<file path="config.mk">
export PLATFORM = sky130hd
export DESIGN_NAME = ps2_key_display
export DESIGN_NICKNAME = d
export VERILOG_FILES = /design/src/rtl/ps2_key_display.sv
export SDC_FILE = /design/constraint.sdc
export NUM_CORES = 1
export LEC_CHECK = 0
export CORE_UTILIZATION = 30
export DETAILED_ROUTE_END_ITERATION = 10
export PLACE_DENSITY = 0.68
export SYNTH_ARGS = -nofsm -noshare
export SYNTH_HDL_FRONTEND = slang
export SYNTH_SLANG_ARGS = --single-unit
</file>
<file path="constraint.sdc">
create_clock -name clk -period 1.8 [get_ports clk]
set_input_delay 0.36 -clock clk [delete_from_list [all_inputs] [get_ports clk]]
set_output_delay 0.36 -clock clk [all_outputs]
set_load 0.05 [all_outputs]
</file>
<file path="src/rtl/ps2_key_display.sv">
// PS/2 scan-code decoder tracking the held key, its ASCII and a BCD press counter,
// shown on six active-low 7-segment digits. Optional E0-prefix support: PS2_EXT_PREFIX_EN.
module ps2_key_display #(
    parameter bit BLANK_ON_RELEASE = 1'b1
) (
    input  logic       clk,
    input  logic       resetn,
    input  logic       code_valid,
    input  logic [7:0] code,
    input  logic [7:0] ascii_in,
    output logic       key_down,
    output logic [7:0] key_code,
    output logic [7:0] key_ascii,
    output logic       key_ext,
    output logic [7:0] press_cnt,
    output logic [7:0] hex0,
    output logic [7:0] hex1,
    output logic [7:0] hex2,
    output logic [7:0] hex3,
    output logic [7:0] hex4,
    output logic [7:0] hex5
);

    localparam logic [7:0] BYTE_BRK   = 8'hF0;
    localparam logic [7:0] SEG_BLANK  = 8'hFF;
`ifdef PS2_EXT_PREFIX_EN
    localparam logic [7:0] BYTE_EXT   = 8'hE0;

    typedef enum logic [1:0] {S_IDLE, S_BRK, S_EXT, S_EXTBRK} state_t;
`else
    typedef enum logic [0:0] {S_IDLE, S_BRK} state_t;
`endif

    state_t     state;
    state_t     state_nxt;
    logic       make_ev;
    logic       brk_ev;
    logic       ev_ext;
    logic       same_key;

    function automatic logic [7:0] bcd_inc(input logic [7:0] v);
        logic [3:0] tens;
        logic [3:0] units;
        tens  = v[7:4];
        units = v[3:0];
        if (units == 4'd9) begin
            units = 4'd0;
            tens  = (tens == 4'd9) ? 4'd0 : tens + 4'd1;
        end else begin
            units = units + 4'd1;
        end
        return {tens, units};
    endfunction

    function automatic logic [7:0] glyph(input logic [3:0] d);
        logic [7:0] s;
        case (d)
            4'h0: s = 8'hC0;
            4'h1: s = 8'hF9;
            4'h2: s = 8'hA4;
            4'h3: s = 8'hB0;
            4'h4: s = 8'h99;
            4'h5: s = 8'h92;
            4'h6: s = 8'h82;
            4'h7: s = 8'hF8;
            4'h8: s = 8'h80;
            4'h9: s = 8'h90;
            4'hA: s = 8'h88;
            4'hB: s = 8'h83;
            4'hC: s = 8'hC6;
            4'hD: s = 8'hA1;
            4'hE: s = 8'h86;
            default: s = 8'h8E;
        endcase
        return s;
    endfunction

    // Byte classification; only consumed on cycles with code_valid=1.
    always_comb begin
        // NOTE: every always_comb output gets a default first so no path infers a latch.
        state_nxt = state;
        make_ev   = 1'b0;
        brk_ev    = 1'b0;
        ev_ext    = 1'b0;
        case (state)
            S_IDLE: begin
                if (code == BYTE_BRK) begin
                    state_nxt = S_BRK;
`ifdef PS2_EXT_PREFIX_EN
                end else if (code == BYTE_EXT) begin
                    state_nxt = S_EXT;
`endif
                end else begin
                    make_ev = 1'b1;
                end
            end
            S_BRK: begin
                brk_ev    = 1'b1;
                state_nxt = S_IDLE;
            end
`ifdef PS2_EXT_PREFIX_EN
            S_EXT: begin
                if (code == BYTE_BRK) begin
                    state_nxt = S_EXTBRK;
                end else if (code != BYTE_EXT) begin
                    make_ev   = 1'b1;
                    ev_ext    = 1'b1;
                    state_nxt = S_IDLE;
                end
            end
            S_EXTBRK: begin
                brk_ev    = 1'b1;
                ev_ext    = 1'b1;
                state_nxt = S_IDLE;
            end
`endif
            default: state_nxt = S_IDLE;
        endcase
    end

    assign same_key = key_down && (code == key_code) && (ev_ext == key_ext);

`ifdef PS2_EXT_PREFIX_EN
    logic key_ext_q;
    assign key_ext = key_ext_q;
`else
    assign key_ext = 1'b0;
`endif

    always_ff @(posedge clk or negedge resetn) begin
        // NOTE: sequential state uses non-blocking assignments so every register samples pre-edge values.
        if (!resetn) begin
            state     <= S_IDLE;
            key_down  <= 1'b0;
            key_code  <= 8'h00;
            key_ascii <= 8'h00;
            press_cnt <= 8'h00;
`ifdef PS2_EXT_PREFIX_EN
            key_ext_q <= 1'b0;
`endif
        end else if (code_valid) begin
            state <= state_nxt;
            // Typematic repeats of the held key fall through both branches untouched.
            if (make_ev && !same_key) begin
                key_down  <= 1'b1;
                key_code  <= code;
                key_ascii <= ascii_in;
                press_cnt <= bcd_inc(press_cnt);
`ifdef PS2_EXT_PREFIX_EN
                key_ext_q <= ev_ext;
`endif
            end else if (brk_ev && same_key) begin
                key_down <= 1'b0;
            end
        end
    end

    logic       blank;
    logic       dp_lit;
    logic [7:0] hi_code;

`ifdef PS2_EXT_PREFIX_EN
    assign dp_lit = key_down && key_ext;
`else
    assign dp_lit = 1'b0;
`endif

    assign blank   = BLANK_ON_RELEASE && !key_down;
    assign hi_code = glyph(key_code[7:4]);

    always_comb begin
        hex0 = blank ? SEG_BLANK : glyph(key_code[3:0]);
        hex1 = blank ? SEG_BLANK : {hi_code[7] & ~dp_lit, hi_code[6:0]};
        hex2 = blank ? SEG_BLANK : glyph(key_ascii[3:0]);
        hex3 = blank ? SEG_BLANK : glyph(key_ascii[7:4]);
        hex4 = glyph(press_cnt[3:0]);
        hex5 = glyph(press_cnt[7:4]);
    end

endmodule

</file>
==> results.txt <==
The die covers slightly above 0.01 mm^2. The average vias per placed instance came out at roughly 4.8. The weighted congestion reported at the end of routability-driven placement came out at ~0.85. The synthesized cell area is about 0.0029 mm^2. Setup repair after global routing could not meet its margin everywhere. The power density over the cells is approximately 1500 mW/mm^2.

Derived from the worst setup path, the maximum achievable clock frequency is 0.449 GHz. The initial core utilization is 31.2%. The routed wire length came out at about 10 mm. VDD sags by at most ~1.8 mV.

The worst hold slack across all endpoints came out at between 0.4 and 0.5 ns. Data on the critical path arrives at its endpoint at 1.87 ns. The number of fillers in the final layout is approximately 670. The final number of hold-violating endpoints came out at 0.

The worst setup path is captured at a primary output. In the layout the commonest cells are sky130_fd_sc_hd__buf_4 (90), sky130_fd_sc_hd__buf_6 (51), sky130_fd_sc_hd__buf_12 (32). The count of vias placed by the detailed router is just over 3,000. The clock reaches the later pin of the worst-skew pair after 0.27 ns. The simple logic cell fraction of the synthesized area came out at 12.1%. The largest net degree at the start of global routing is 31. The static power due to leakage is ~2.7 nW. The amount of wire on met3 after detailed routing came out at 274 um. By startpoint and endpoint, the worst setup path is classified as reg2out. For the finished layout, the period the worst path requires is roughly 2.2 ns. Counting flops with an async set or reset pin after synthesis yields a share of 100%. The number of buffers on the longest clock path is 2.

The routed length on met1 came out at between 4 and 5 mm. The total placed instance area is approximately 0.0052 mm^2. The first-pass GRT wire length is 15.3 mm. The number of storage elements in the synthesis netlist is 26.

In this run the worst hold path is classified as in2async. In the routed design, unresolved DRC markers number 0. The detailed router used layers up to and including met4. The initial antenna violation count was 0. The vertical die dimension is between 100 and 150 um. The type of origin of the critical path is a flip-flop. The library cell used most frequently in the layout, excluding fill and tap cells, is sky130_fd_sc_hd__buf_4. The count of distinct cell types in the synthesized netlist came out at between 40 and 50. The proportion of synthesized area in mux cells is between 10% and 20%. Cells with a size suffix above 1 make up 73.2% of the layout.

The area fraction in compound gates after synthesis is between 10% and 20%. The half-perimeter wire length of the detailed placement result came out at approximately 6.6 mm. The number of buffers created by CTS is 3. The maximum level of the CTS H-tree came out at 1. The detailed-routing iteration count for the pre-antenna-repair pass is 4.

Summed over all layers, the global routing overflow is 0. The finished layout cell area came out at 0.00637 mm^2. The required time of the critical path came out at about 1.4 ns. Measured along the x axis, the die boundary spans about 100 um. Among all flip-flop cells after synthesis, the most frequent one is sky130_fd_sc_hd__dfrtp_1.

For this design, the sink count on the clock tree is 26. In this run, synthesis inferred 0 flip-flops with an integrated enable. The portion of the clock cycle consumed by the worst path in the final layout is 124%. The number of design-rule violations left by the first detailed-router iteration is 99. The number of instances in the synthesized netlist came out at ~320. The number of top-level pins came out at between 90 and 100.

The worst-case setup margin in the final layout came out at -0.427 ns. The quantity of hold-fixing buffers added after cts is 0. TritonCTS built the clock tree. The length of routed met2 wiring is between 5 and 6 mm. The final reports fail on negative setup slack. The mean instance size in the synthesized netlist came out at 9.18 um^2. The total setup violations reported at the end of the flow is between 60 and 70. The number of global-route vias before repair is around 3,200. Clock-pin slew was measured on the worst setup and hold paths at about 0.10 ns. The area growth from synthesis to final layout came out at 120%. The CTS root buffer is sky130_fd_sc_hd__clkbuf_8. The number of input and output port buffers inserted is 85.

The number of maximum-capacitance violations is 0. The worst setup slack before clock tree synthesis came out at -0.443 ns. The final routed wire length divided by cell count came out at 15.7 um. The sequential cell area fraction in the yosys report came out at 22.4%. By area, the combinational part of the netlist is dominated by multiplexers. The synthesized netlist devotes 15.5% of its cell area to adder and majority cells. The synthesized netlist devotes roughly 2.7% of its cell area to XOR and XNOR gates. Along the worst path, the maximum fanout reaches 4. The placeable core area is just over 0.009 mm^2. The max-slew violation count came out at 0. The site row count came out at 35.

In this run the remaining antenna-violating nets after routing total 0. The area taken by flip-flops and latches is about 700 um^2. The Yosys warning count came out at 0. After the last flow step, the layout net total stands at 564.

The area occupied by multi-input gates came out at approximately 0.0029 mm^2. The count of inserted antenna diode cells came out at 0. The final design utilization is approximately 69%.

The overall routing resource usage came out at a little under a fifth. The flow ran to the end, but the final reports show violations. The final sum of negative setup slack came out at -16.22 ns. The final setup skew came out at 0.00424 ns.
[cell usage after synthesis, types with 3 or more instances]
cell	instances	area, um^2
sky130_fd_sc_hd__a21boi_0	3	22.5
sky130_fd_sc_hd__a21oi_1	4	20.0
sky130_fd_sc_hd__a31oi_1	3	18.8
sky130_fd_sc_hd__buf_4	8	60.1
sky130_fd_sc_hd__buf_6	3	33.8
sky130_fd_sc_hd__clkbuf_1	11	41.3
sky130_fd_sc_hd__dfrtp_1	26	651
sky130_fd_sc_hd__ha_1	36	450
sky130_fd_sc_hd__inv_1	30	113
sky130_fd_sc_hd__mux2_2	4	45.0
sky130_fd_sc_hd__mux2_4	13	195
sky130_fd_sc_hd__mux2i_1	19	190
sky130_fd_sc_hd__mux4_2	5	113
sky130_fd_sc_hd__nand2_1	28	105
sky130_fd_sc_hd__nand2b_1	9	56.3
sky130_fd_sc_hd__nand3_1	9	45.0
sky130_fd_sc_hd__nor2_1	12	45.0
sky130_fd_sc_hd__nor3_1	4	20.0
sky130_fd_sc_hd__o211ai_1	19	143
sky130_fd_sc_hd__o21ai_0	25	125
sky130_fd_sc_hd__o22ai_1	4	25.0
sky130_fd_sc_hd__o311ai_0	4	35.0
sky130_fd_sc_hd__xnor2_1	9	78.8
[what timing repair did]
item / in CTS / in global routing
cloned: 0 / 0
pin swaps: 41 / 30
setup endpoints to repair: 65 / 66
gates resized for setup: 123 / 65
setup buffers: 30 / 20
[power by group]
group | internal (mW) | leakage [nW] | switching [mW]
registers | 0.756 | 0.282 | 0.378
logic | 3.83 | 2.42 | 4.03
clock network | 0.159 | 0.0228 | 0.195
[path summary, 6_finish.rpt]
check	from	to	slack, ns	cells after the start
max	key_code[0]$_DFFE_PN0P_	hex0[3]	-0.43	7
min	resetn	press_cnt[7]$_DFFE_PN0P_	0.45	2
max reg2reg	key_code[4]$_DFFE_PN0P_	press_cnt[7]$_DFFE_PN0P_	-0.34	9
min reg2reg	state$_DFFE_PN0P_	state$_DFFE_PN0P_	0.51	1
max in group asynchronous	resetn	key_code[4]$_DFFE_PN0P_	1.04	2
min in group clk	state$_DFFE_PN0P_	state$_DFFE_PN0P_	0.51	1
[logic make-up (layout without fill, tap and decap cells)]
kind of cell | count (synthesis) | count (layout)
AO/OA/AOI/OAI | 75 | 75
XOR/XNOR | 9 | 9
adder cells (fa/ha/maj) | 36 | 36
buffers and inverters | 55 | 242
flip-flops | 26 | 26
multiplexers | 42 | 42
other | 2 | 7
AND/OR/NAND/NOR | 71 | 71
[critical path, stage by stage (launching register included)]
cell	delay (ns)
sky130_fd_sc_hd__dfrtp_4	0.48
sky130_fd_sc_hd__inv_6	0.05
sky130_fd_sc_hd__ha_4	0.27
sky130_fd_sc_hd__inv_2	0.03
sky130_fd_sc_hd__mux4_2	0.47
sky130_fd_sc_hd__inv_2	0.09
sky130_fd_sc_hd__nand2_4	0.05
sky130_fd_sc_hd__buf_8	0.15
[stage by stage]
step	cells	total power, mW
2_1_floorplan	321	4.99
3_3_place_gp	589	7.39
3_5_place_dp	589	7.48
4_1_cts	622	8.92
5_1_grt	637	9.77
6_report	637	9.35
[routing by layer]
layer  vias to the layer above  global-route usage (%)
li1                       1504                       -
met1                      1513                    22.2
met2                        68                    37.4
met3                         4                    2.44
met4                         0                    1.34
met5                         -                       0
[state kept, by name (all words and copies together), names as in the netlist]
| name | count |
|---|---|
| key_down | 1 |
| press_cnt | 8 |
| state | 1 |
| key_code | 8 |
| key_ascii | 8 |
[layout make-up]
class / instances / area share [%]
Multi-Input combinational cell: 240 / 45.2
Tap cell: 129 / 2.53
Sequential cell: 26 / 11.1
Inverter: 30 / 2.40
Clock buffer: 4 / 0.707
Timing Repair Buffer: 208 / 38.1
No activity file was read; power rests on OpenSTA's default activity.
